===== src/rtl/cpu_pkg.sv =====
// Shared CPU constants and the fetch-queue entry layout.
package cpu_pkg;

  localparam int unsigned XLEN = 32;

  localparam logic [XLEN-1:0] INSTR_NOP        = 32'h0000_0000;
  localparam logic [XLEN-1:0] PC_STEP          = 32'd4;
  localparam logic [XLEN-1:0] RESET_PC_DEFAULT = 32'h0000_0000;

  typedef struct packed {
    logic [XLEN-1:0] instr;
    logic [XLEN-1:0] pc_4;
  } fetch_entry_t;

endpackage


===== src/rtl/prefetch_fifo.sv =====
// Synchronous FIFO of {instr, pc_4} entries with clear; head is read
// combinationally from the registered storage array.
module prefetch_fifo import cpu_pkg::*; #(
  parameter int unsigned DEPTH = 4
) (
  input  logic                         clk,
  input  logic                         rst,
  input  logic                         clear,
  input  logic                         push,
  input  logic                         pop,
  input  logic [2*XLEN-1:0]            wdata,
  output logic [2*XLEN-1:0]            rdata,
  output logic [$clog2(DEPTH+1)-1:0]   count,
  output logic                         full,
  output logic                         empty
);

  localparam int unsigned PtrW = $clog2(DEPTH);
  localparam int unsigned CntW = $clog2(DEPTH + 1);
  localparam logic [CntW-1:0] DepthCnt = CntW'(DEPTH);

  logic [2*XLEN-1:0] mem_q [DEPTH];
  logic [PtrW-1:0]   wr_ptr_q, rd_ptr_q;
  logic [CntW-1:0]   count_q;
  logic              do_push, do_pop;

  assign full    = (count_q == DepthCnt);
  assign empty   = (count_q == '0);
  assign do_pop  = pop && !empty;
  assign do_push = push && (!full || do_pop);
  assign rdata   = mem_q[rd_ptr_q];
  assign count   = count_q;

  always_ff @(posedge clk) begin
    if (rst || clear) begin
      wr_ptr_q <= '0;
      rd_ptr_q <= '0;
      count_q  <= '0;
    end else begin
      if (do_push) wr_ptr_q <= wr_ptr_q + PtrW'(1);
      if (do_pop)  rd_ptr_q <= rd_ptr_q + PtrW'(1);
      count_q <= count_q + CntW'(do_push) - CntW'(do_pop);
    end
  end

  always_ff @(posedge clk) begin
    if (do_push && !clear) mem_q[wr_ptr_q] <= wdata;
  end

endmodule


===== src/rtl/instr_prefetch_queue.sv =====
// Instruction prefetch queue between the I-memory port and IF/ID.
// Define PREFETCH_BYPASS_EN for a zero-latency response-to-output path when the queue is empty.
module instr_prefetch_queue import cpu_pkg::*; #(
  parameter int unsigned DEPTH    = 4,
  parameter logic [31:0] RESET_PC = RESET_PC_DEFAULT
) (
  input  logic        clk,
  input  logic        rst,
  output logic        mem_req_valid,
  output logic [31:0] mem_req_addr,
  input  logic        mem_req_ready,
  input  logic        mem_resp_valid,
  input  logic [31:0] mem_resp_data,
  input  logic        redirect_valid,
  input  logic [31:0] redirect_pc,
  input  logic        deq_ready,
  output logic        out_valid,
  output logic [31:0] out_instr,
  output logic [31:0] out_pc_4
);

  localparam int unsigned CntW = $clog2(DEPTH + 1);
  localparam logic [CntW:0] DepthSum = (CntW + 1)'(DEPTH);

  logic [XLEN-1:0]   fetch_pc_q, fetch_pc_d;
  logic [XLEN-1:0]   enq_pc_q, enq_pc_d;
  logic [CntW-1:0]   outstanding_q, outstanding_d, outstanding_after_resp;
  logic [CntW-1:0]   drop_q, drop_d;
  logic [CntW-1:0]   fifo_count;
  logic              fifo_full, fifo_empty;
  logic [2*XLEN-1:0] fifo_rdata;
  fetch_entry_t      head, wentry, out_entry;
  logic              req_fire, resp_keep, push, pop;

  assign mem_req_valid = !rst && !redirect_valid &&
                         (({1'b0, fifo_count} + {1'b0, outstanding_q}) < DepthSum);
  assign mem_req_addr  = fetch_pc_q;
  assign req_fire      = mem_req_valid && mem_req_ready;

  // A response is kept only when no stale responses remain and no flush is in progress.
  assign resp_keep = mem_resp_valid && (drop_q == '0) && !redirect_valid;
  assign head      = fetch_entry_t'(fifo_rdata);
  assign wentry    = '{instr: mem_resp_data, pc_4: enq_pc_q + PC_STEP};
  assign pop       = !fifo_empty && deq_ready && !redirect_valid;

`ifdef PREFETCH_BYPASS_EN
  logic bypass;
  assign bypass    = fifo_empty && (drop_q == '0) && mem_resp_valid;
  assign push      = resp_keep && !(bypass && deq_ready);
  assign out_valid = !fifo_empty || bypass;
  assign out_entry = fifo_empty ? wentry : head;
`else
  assign push      = resp_keep;
  assign out_valid = !fifo_empty;
  assign out_entry = head;
`endif

  assign out_instr = out_valid ? out_entry.instr : INSTR_NOP;
  assign out_pc_4  = out_valid ? out_entry.pc_4  : '0;

  prefetch_fifo #(
    .DEPTH (DEPTH)
  ) u_fifo (
    .clk   (clk),
    .rst   (rst),
    .clear (redirect_valid),
    .push  (push),
    .pop   (pop),
    .wdata (wentry),
    .rdata (fifo_rdata),
    .count (fifo_count),
    .full  (fifo_full),
    .empty (fifo_empty)
  );

  always_comb begin
    outstanding_after_resp = outstanding_q - CntW'(mem_resp_valid);
    outstanding_d          = outstanding_after_resp + CntW'(req_fire);
    fetch_pc_d             = fetch_pc_q;
    enq_pc_d               = enq_pc_q;
    drop_d                 = drop_q - CntW'(mem_resp_valid && (drop_q != '0));
    if (redirect_valid) begin
      // Everything still in flight belongs to the abandoned path.
      fetch_pc_d = redirect_pc;
      enq_pc_d   = redirect_pc;
      drop_d     = outstanding_after_resp;
    end else begin
      if (req_fire)  fetch_pc_d = fetch_pc_q + PC_STEP;
      if (resp_keep) enq_pc_d   = enq_pc_q + PC_STEP;
    end
  end

  always_ff @(posedge clk) begin
    if (rst) begin
      fetch_pc_q    <= RESET_PC;
      enq_pc_q      <= RESET_PC;
      outstanding_q <= '0;
      drop_q        <= '0;
    end else begin
      fetch_pc_q    <= fetch_pc_d;
      enq_pc_q      <= enq_pc_d;
      outstanding_q <= outstanding_d;
      drop_q        <= drop_d;
    end
  end

  always_ff @(posedge clk) begin
    if (!rst) begin
      assert (!mem_resp_valid || (outstanding_q != '0));
      assert (!redirect_valid || (redirect_pc[1:0] == 2'b00));
      assert (!push || !fifo_full || pop);
    end
  end

endmodule


===== config.mk =====
export PLATFORM = sky130hd
export DESIGN_NAME = instr_prefetch_queue
export DESIGN_NICKNAME = d
export VERILOG_FILES = /design/src/rtl/cpu_pkg.sv /design/src/rtl/prefetch_fifo.sv /design/src/rtl/instr_prefetch_queue.sv
export SDC_FILE = /design/constraint.sdc
export NUM_CORES = 1
export LEC_CHECK = 0
export CAP_MARGIN = 0
export CORE_AREA = 2 2 208 210
export CTS_CLUSTER_DIAMETER = 80
export CTS_CLUSTER_SIZE = 28
export DETAILED_ROUTE_END_ITERATION = 8
export DIE_AREA = 0 0 210 212
export GPL_TIMING_DRIVEN = 0
export PLACE_DENSITY_LB_ADDON = 0.12
export REMOVE_ABC_BUFFERS = 1
export SLEW_MARGIN = 30
export SYNTH_ARGS = -nofsm -noshare
export SYNTH_HDL_FRONTEND = slang
export SYNTH_HIERARCHICAL = 1
export SYNTH_SLANG_ARGS = --single-unit

===== constraint.sdc =====
create_clock -name clk -period 24.1 [get_ports clk]
set_input_delay 7.23 -clock clk [delete_from_list [all_inputs] [get_ports clk]]
set_output_delay 7.23 -clock clk [all_outputs]
set_load 0.05 [all_outputs]

==> results.toml <==
[cts]
root_buffer = "clkbuf_16"
htree_num_levels = 1
cts_resized = 0
cts_buffers = 23
clk_latency_ns = 0.56
ctsHoldBuffers = 0
post_cts_buffers = 0
path_clk_slew_ns = 0.10
clkSinkCount = 335
cts_tree = "yes"
cts_buffer_depth = 3

[timing]
fin_worst_skew_ns = 0.0250
rsz0062_at_grt = "no"
max_slew_margin = 0.452
worst_slew_pin_slew_ns = 0.818
setup_viol = 0
slew_viol_final = 0
fmax_mhz = 61.6
final.setup.worst_slack_ns = 7.86
period_share = 0.674
period_minus_slack_ns = 16.24
hold_viol_final = 0
fin_tns_setup_ns = 0

[global_routing]
grt_pass1_vias = 8976
grt_overflow = 0
antenna_found_initial = 0
grt_start_max_net_pins = 62
gr-usage-all-layers = 0.159
grt_first_pass_wirelength_um = 54200

[setup_path]
required_ns = 16.87
crit_path_start = "redirect_valid"
reg2reg_depth = 9
arrival_ns = 9.01
worstPathMaxFanout = 40
r2r_setup_slack_ns = 20.23
path_class = "input port to output pin"
cp-start-kind = "input port"
critPathCaptureType = "output pin"
rr_startpoint = "drop_q[1]$_SDFF_PP0_"

[yosys]
synthCells = 1015
postSynthAreaPerCell_um2 = 14.4
synth_area_um2 = 14600
ys_warn_count = 6

[finish]
mostFrequentLayoutCell = "edfxtp_1"
insertedDiodeCount = 0
synthToLayoutAreaGrowth_pct = 24.1
drive_gt1_frac = 0.170
nets = 1293
final_area_um2 = 18100
mostFrequentLayoutCells = "edfxtp_1 (256), clkdlybuf4s50_1 (165), dfxtp_1 (77), nor2b_1 (70)"

[routing]
via_per_inst = 4.98
routed_wl_um = 35000
drtIter0Drc = 460
final_antenna_net_count = 0
drc_errors = 0
wl_per_cell_um = 19.8
drtPass1Iterations = 5
via_count = 8808

[placement]
dpl-instance-area_um2 = 17300
pre_cts_slack_ns = 7.86
gp_congestion = 0.754
dp_hpwl_um = 24700
portBuffers = 167

[die]
core-area_um2 = 42500
start_util = 0.344
std_cell_rows = 76
pin_count = 168
die_x_um = 210
die_y_um = 212
die_area_um2 = 44500

[worst_hold_path]
hp-start = "mem_req_addr[0]$_SDFFE_PP0P_"
holdPathStages = 2
hold_class = "flop to flop"

[pwr]
vdd_ir_drop_max_mv = 0.0397
power_density_nw_per_um2 = 65.6
power_mw = 1.19
leakage_nw = 5.85

[flow_run]
cap_violations = 0

[status]
status = "finished clean"
-- metal layers --
layer / GRT usage / routed length [µm] / up-vias
li1: - / - / 4226
met1: 0.218 / 16300 / 4359
met2: 0.264 / 16500 / 190
met3: 0.0306 / 1860 / 33
met4: 0.0308 / 401 / 0
met5: 0 / 0 / -
-- area by class of cell --
type / instances / area, µm²
multi-input combinational: 591 / 4980
inverter: 29 / 111
tap: 546 / 683
fill: 3940 / 24400
clock buffer: 25 / 593
sequential: 335 / 9280
timing repair buffer: 227 / 2240
clock inverter: 17 / 245
-- worst max-delay path: stages --
cell	delay, ns
buf_4	0.20
buf_12	0.21
nor3_1	0.30
nand2_1	0.09
nor3_1	0.13
clkdlybuf4s50_1	0.83
-- metrics by stage --
step	instances	hold slack (ns)	utilization
final	1770	0.471	0.426
after global routing	1770	0.495	0.426
after CTS	1770	0.476	0.426
after detailed placement	1728	0.461	0.407
after global placement	1668	0.447	0.392
after floorplan	955	0.458	-
-- flip-flops by register name, indices dropped and copies added, names as in the netlist, named ones only --
signal / cells
outstanding_q: 3
u_fifo/rd_ptr_q: 2
mem_req_addr: 32
u_fifo/count: 3
u_fifo/wr_ptr_q: 2
drop_q: 3
u_fifo/mem_q: 256
enq_pc_q: 32
-- power breakdown --
group,leakage (nW),switching (mW),internal [mW]
clock network,0.397,0.233,0.199
logic,2.48,0.0649,0.0438
registers,2.98,0.0143,0.634
total,5.85,0.312,0.877
-- path summary, 6_finish.rpt --
check	endpoint
setup / recovery	mem_req_valid
hold / removal	mem_req_addr[0]$_SDFFE_PP0P_
setup reg to reg	u_fifo/mem_q[0][50]$_DFFE_PP_
hold reg to reg	mem_req_addr[0]$_SDFFE_PP0P_
Power figures use the tool's default switching activity.
==> RTL edit 1: new RTL, same flow settings <==
`DEPTH` is set to 4 in 2 places; all go to 8.
--- a/src/rtl/prefetch_fifo.sv
+++ b/src/rtl/prefetch_fifo.sv
@@ -1,7 +1,7 @@
 // Synchronous FIFO of {instr, pc_4} entries with clear; head is read
 // combinationally from the registered storage array.
 module prefetch_fifo import cpu_pkg::*; #(
-  parameter int unsigned DEPTH = 4
+  parameter int unsigned DEPTH = 8
 ) (
   input  logic                         clk,
   input  logic                         rst,
--- a/src/rtl/instr_prefetch_queue.sv
+++ b/src/rtl/instr_prefetch_queue.sv
@@ -1,7 +1,7 @@
 // Instruction prefetch queue between the I-memory port and IF/ID.
 // Define PREFETCH_BYPASS_EN for a zero-latency response-to-output path when the queue is empty.
 module instr_prefetch_queue import cpu_pkg::*; #(
-  parameter int unsigned DEPTH    = 4,
+  parameter int unsigned DEPTH    = 8,
   parameter logic [31:0] RESET_PC = RESET_PC_DEFAULT
 ) (
   input  logic        clk,
Behaviour: not the same (a bounded check fails within 10 cycles, from zero or initial values and one cycle with rst high).
==> RTL edit 1 against the unedited design <==
- register-to-register slack lost 560 ps
- sequential power grew 77%
- total power grew 53%
- routed wire length grew 46%
- sequential cell count grew 262
- area after synthesis grew 70%
- die area is the same
- setup slack lost 420 ps
- cell area grew 59%
- critical endpoint unchanged
==> RTL edit 1: results (changes against the unedited design) <==
metric	value	unit	change
clock buffers created by TritonCTS	28		+22%
peak fanout along the critical path	32		-20%
Clock power frac	30.4	%	-5.9 points
share of cell area taken by multi-input logic gates	25.1	%	-2.3 points
wire length the detailed router placed on met1	22700	um	+40%
detailed-route wire length per cell	23.0	um	+16%
Multi-In Gates	737		+25%
flip-flop and latch share of the layout cell area	59.4	%	+8.2 points
met3 routed wirelength	3100	um	+66%
total design power	1820	uW	+53%
maximum clock skew at final layout	26.4	ps	+1.36 ps
net switching power	405	uW	+30%
flip-flop count of the largest register, all copies and words added	512		+100%
global placement routability congestion	0.871		+15%
first-pass GRT wire length	78800	um	+45%
latest clock arrival within the worst-skew pair	600	ps	+40 ps
total vias in the final route	13500		+54%
number of non-clock buffers	263		+16%
status	finished, final reports clean		
placed instance area	0.0279	sq mm	+61%
Layout fillers	2865		-27%
Detailed Route Iter0 Violations	947		+110%
slowest cell delay on critical path	900	ps	+70 ps
Slew headroom	39.1	%	-6.2 points
reg-to-reg endpoint	u_fifo/mem_q[0][13]		
nets@finish	1742		+35%
maximum number of pins on one net before global-route repair	55		-11%
number of sequential cells in the layout	597		+78%
fin crit share	69.1	%	+1.7 points
worst setup timing slack at the placement stage	7150	ps	-709 ps
worst reg-to-reg setup slack	19670	ps	-560 ps
Fin Hold WS	465	ps	-5.50 ps
GRT Resource Usage Total	23.3	%	+7.4 points
via count of the first global-routing pass	13500		+50%
worst-case reg-to-reg path depth	11		+2
==> RTL edit 1: worst register-to-register path, stage by stage, from the launching register on <==
cell and delay, ps:
sky130_fd_sc_hd__dfxtp_1 350, sky130_fd_sc_hd__nor4_2 510, sky130_fd_sc_hd__nand2_1 520, sky130_fd_sc_hd__nor2_1 460
sky130_fd_sc_hd__o21ai_0 350, sky130_fd_sc_hd__nor4b_2 580, sky130_fd_sc_hd__buf_2 310, sky130_fd_sc_hd__buf_2 230
sky130_fd_sc_hd__buf_2 190, sky130_fd_sc_hd__buf_2 190, sky130_fd_sc_hd__buf_2 250, sky130_fd_sc_hd__buf_4 200
==> RTL edit 1: routing by layer <==
layer	track usage, %	vias to the layer above
li1	-	6109
met1	34.8	6924
met3	2.76	44
met4	3.91	0
met5	0	-
met2	38.1	456
==> RTL edit 1: per-stage QoR <==
stage	std cells	util (%)
2_1_floorplan	1360	-
3_3_place_gp	2073	62.8
3_5_place_dp	2168	65.6
4_1_cts	2220	67.7
5_1_grt	2221	67.7
6_report	2221	67.7
==> RTL edit 2: new RTL, same flow settings <==
Without the edit above. Make the reset (`rst`) asynchronous in one clocked block.
--- a/src/rtl/instr_prefetch_queue.sv
+++ b/src/rtl/instr_prefetch_queue.sv
@@ -90,7 +90,7 @@
     end
   end
 
-  always_ff @(posedge clk) begin
+  always_ff @(posedge clk or posedge rst) begin
     if (rst) begin
       fetch_pc_q    <= RESET_PC;
       enq_pc_q      <= RESET_PC;
Check against the original RTL: differs if rst is asserted again (counterexample within 4 cycles, from zero or initial values and one cycle with rst high); with rst held inactive, the same outputs for 4 cycles.
==> RTL edit 2 against the unedited design <==
- cell area fell by 0.75%
- routed wire length is 7.9% lower
- combinational power increased by 37%
- sequential share of layout area is 2.3 points higher
- largest cell class unchanged
- synthesized cell count shrank 8.6%
- area after synthesis shrank 0.34%
- sequential power grew 3.5%
- sequential cell count did not move
- highest routed layer unchanged
- worst hold slack better by 38 ps
- total power increased by 2.6%
- maximum frequency shrank 0.75%
- setup slack got worse by 120 ps
==> RTL edit 2: results (changes against the unedited design) <==
metric	value	unit	change
fraction of final layout cells with drive strength greater than 1	17.4	%	+0.45 points
nets@finish	1213		-6.2%
status	finished, final reports clean		
sequential cell area	0.00963	sq mm	+3.8%
global placement routability congestion	0.793		+5.1%
maximum number of pins on one net before global-route repair	64		+3.2%
average footprint of a synthesized cell	15.7	sq um	+9.0%
worst reg-to-reg setup slack	20980	ps	+750 ps
reg-to-reg endpoint	u_fifo/mem_q[3][56]		
peak ir drop on the vdd network	40.3	uV	+1.5%
Root Buffer Master	sky130_fd_sc_hd__clkbuf_16		
placed instance area	0.0172	sq mm	-0.23%
source of the critical timing path	rst		
slowest cell delay on critical path	790	ps	-40 ps
GRT Resource Usage Total	14.5	%	-1.4 points
R2R Path Start	drop_q[1]		
critical hold path startpoint	u_fifo/wr_ptr_q[1]		
fin cells	1687		-4.7%
total vias in the final route	8224		-6.6%
Cells after DPL	1650		-4.5%
worst-case reg-to-reg path depth	8		-1
Leakage	0.00593	uW	+1.3%
worst endpoint data arrival time	9140	ps	+130 ps
first-pass GRT wire length	49900	um	-7.9%
detailed-route wire length per cell	19.1	um	-3.3%
clock buffers created by TritonCTS	21		-8.7%
actual slew at the worst max-slew pin	844	ps	+25.4 ps
Fin Hold WS	509	ps	+37.8 ps
maximum clock skew at final layout	22.3	ps	-2.72 ps
Hold Path End	u_fifo/wr_ptr_q[1]		
==> RTL edit 2: per-layer routing <==
metal	track usage [%]	vias up	part of all wire, %
met2	24.7	174	49
met5	0	-	0
met4	3.25	0	1.3
li1	-	3910	-
met1	19.7	4114	46
met3	2.13	26	4.3
==> RTL edit 2: area by class of cell <==
cell class | instances | area share, %
Tap cell | 546 | 3.80
Clock inverter | 15 | 1.08
Timing Repair Buffer | 223 | 12.2
Clock buffer | 22 | 3.06
Sequential cell | 335 | 53.5
Multi-Input combinational cell | 518 | 25.7
Inverter | 28 | 0.626
==> RTL edit 2: where the power goes <==
group / switching (uW) / leakage [uW] / internal (uW)
Clock: 217 / 0.000357 / 182
Combinational: 87.9 / 0.00240 / 61.1
Sequential: 22.7 / 0.00317 / 649
Total: 328 / 0.00593 / 892
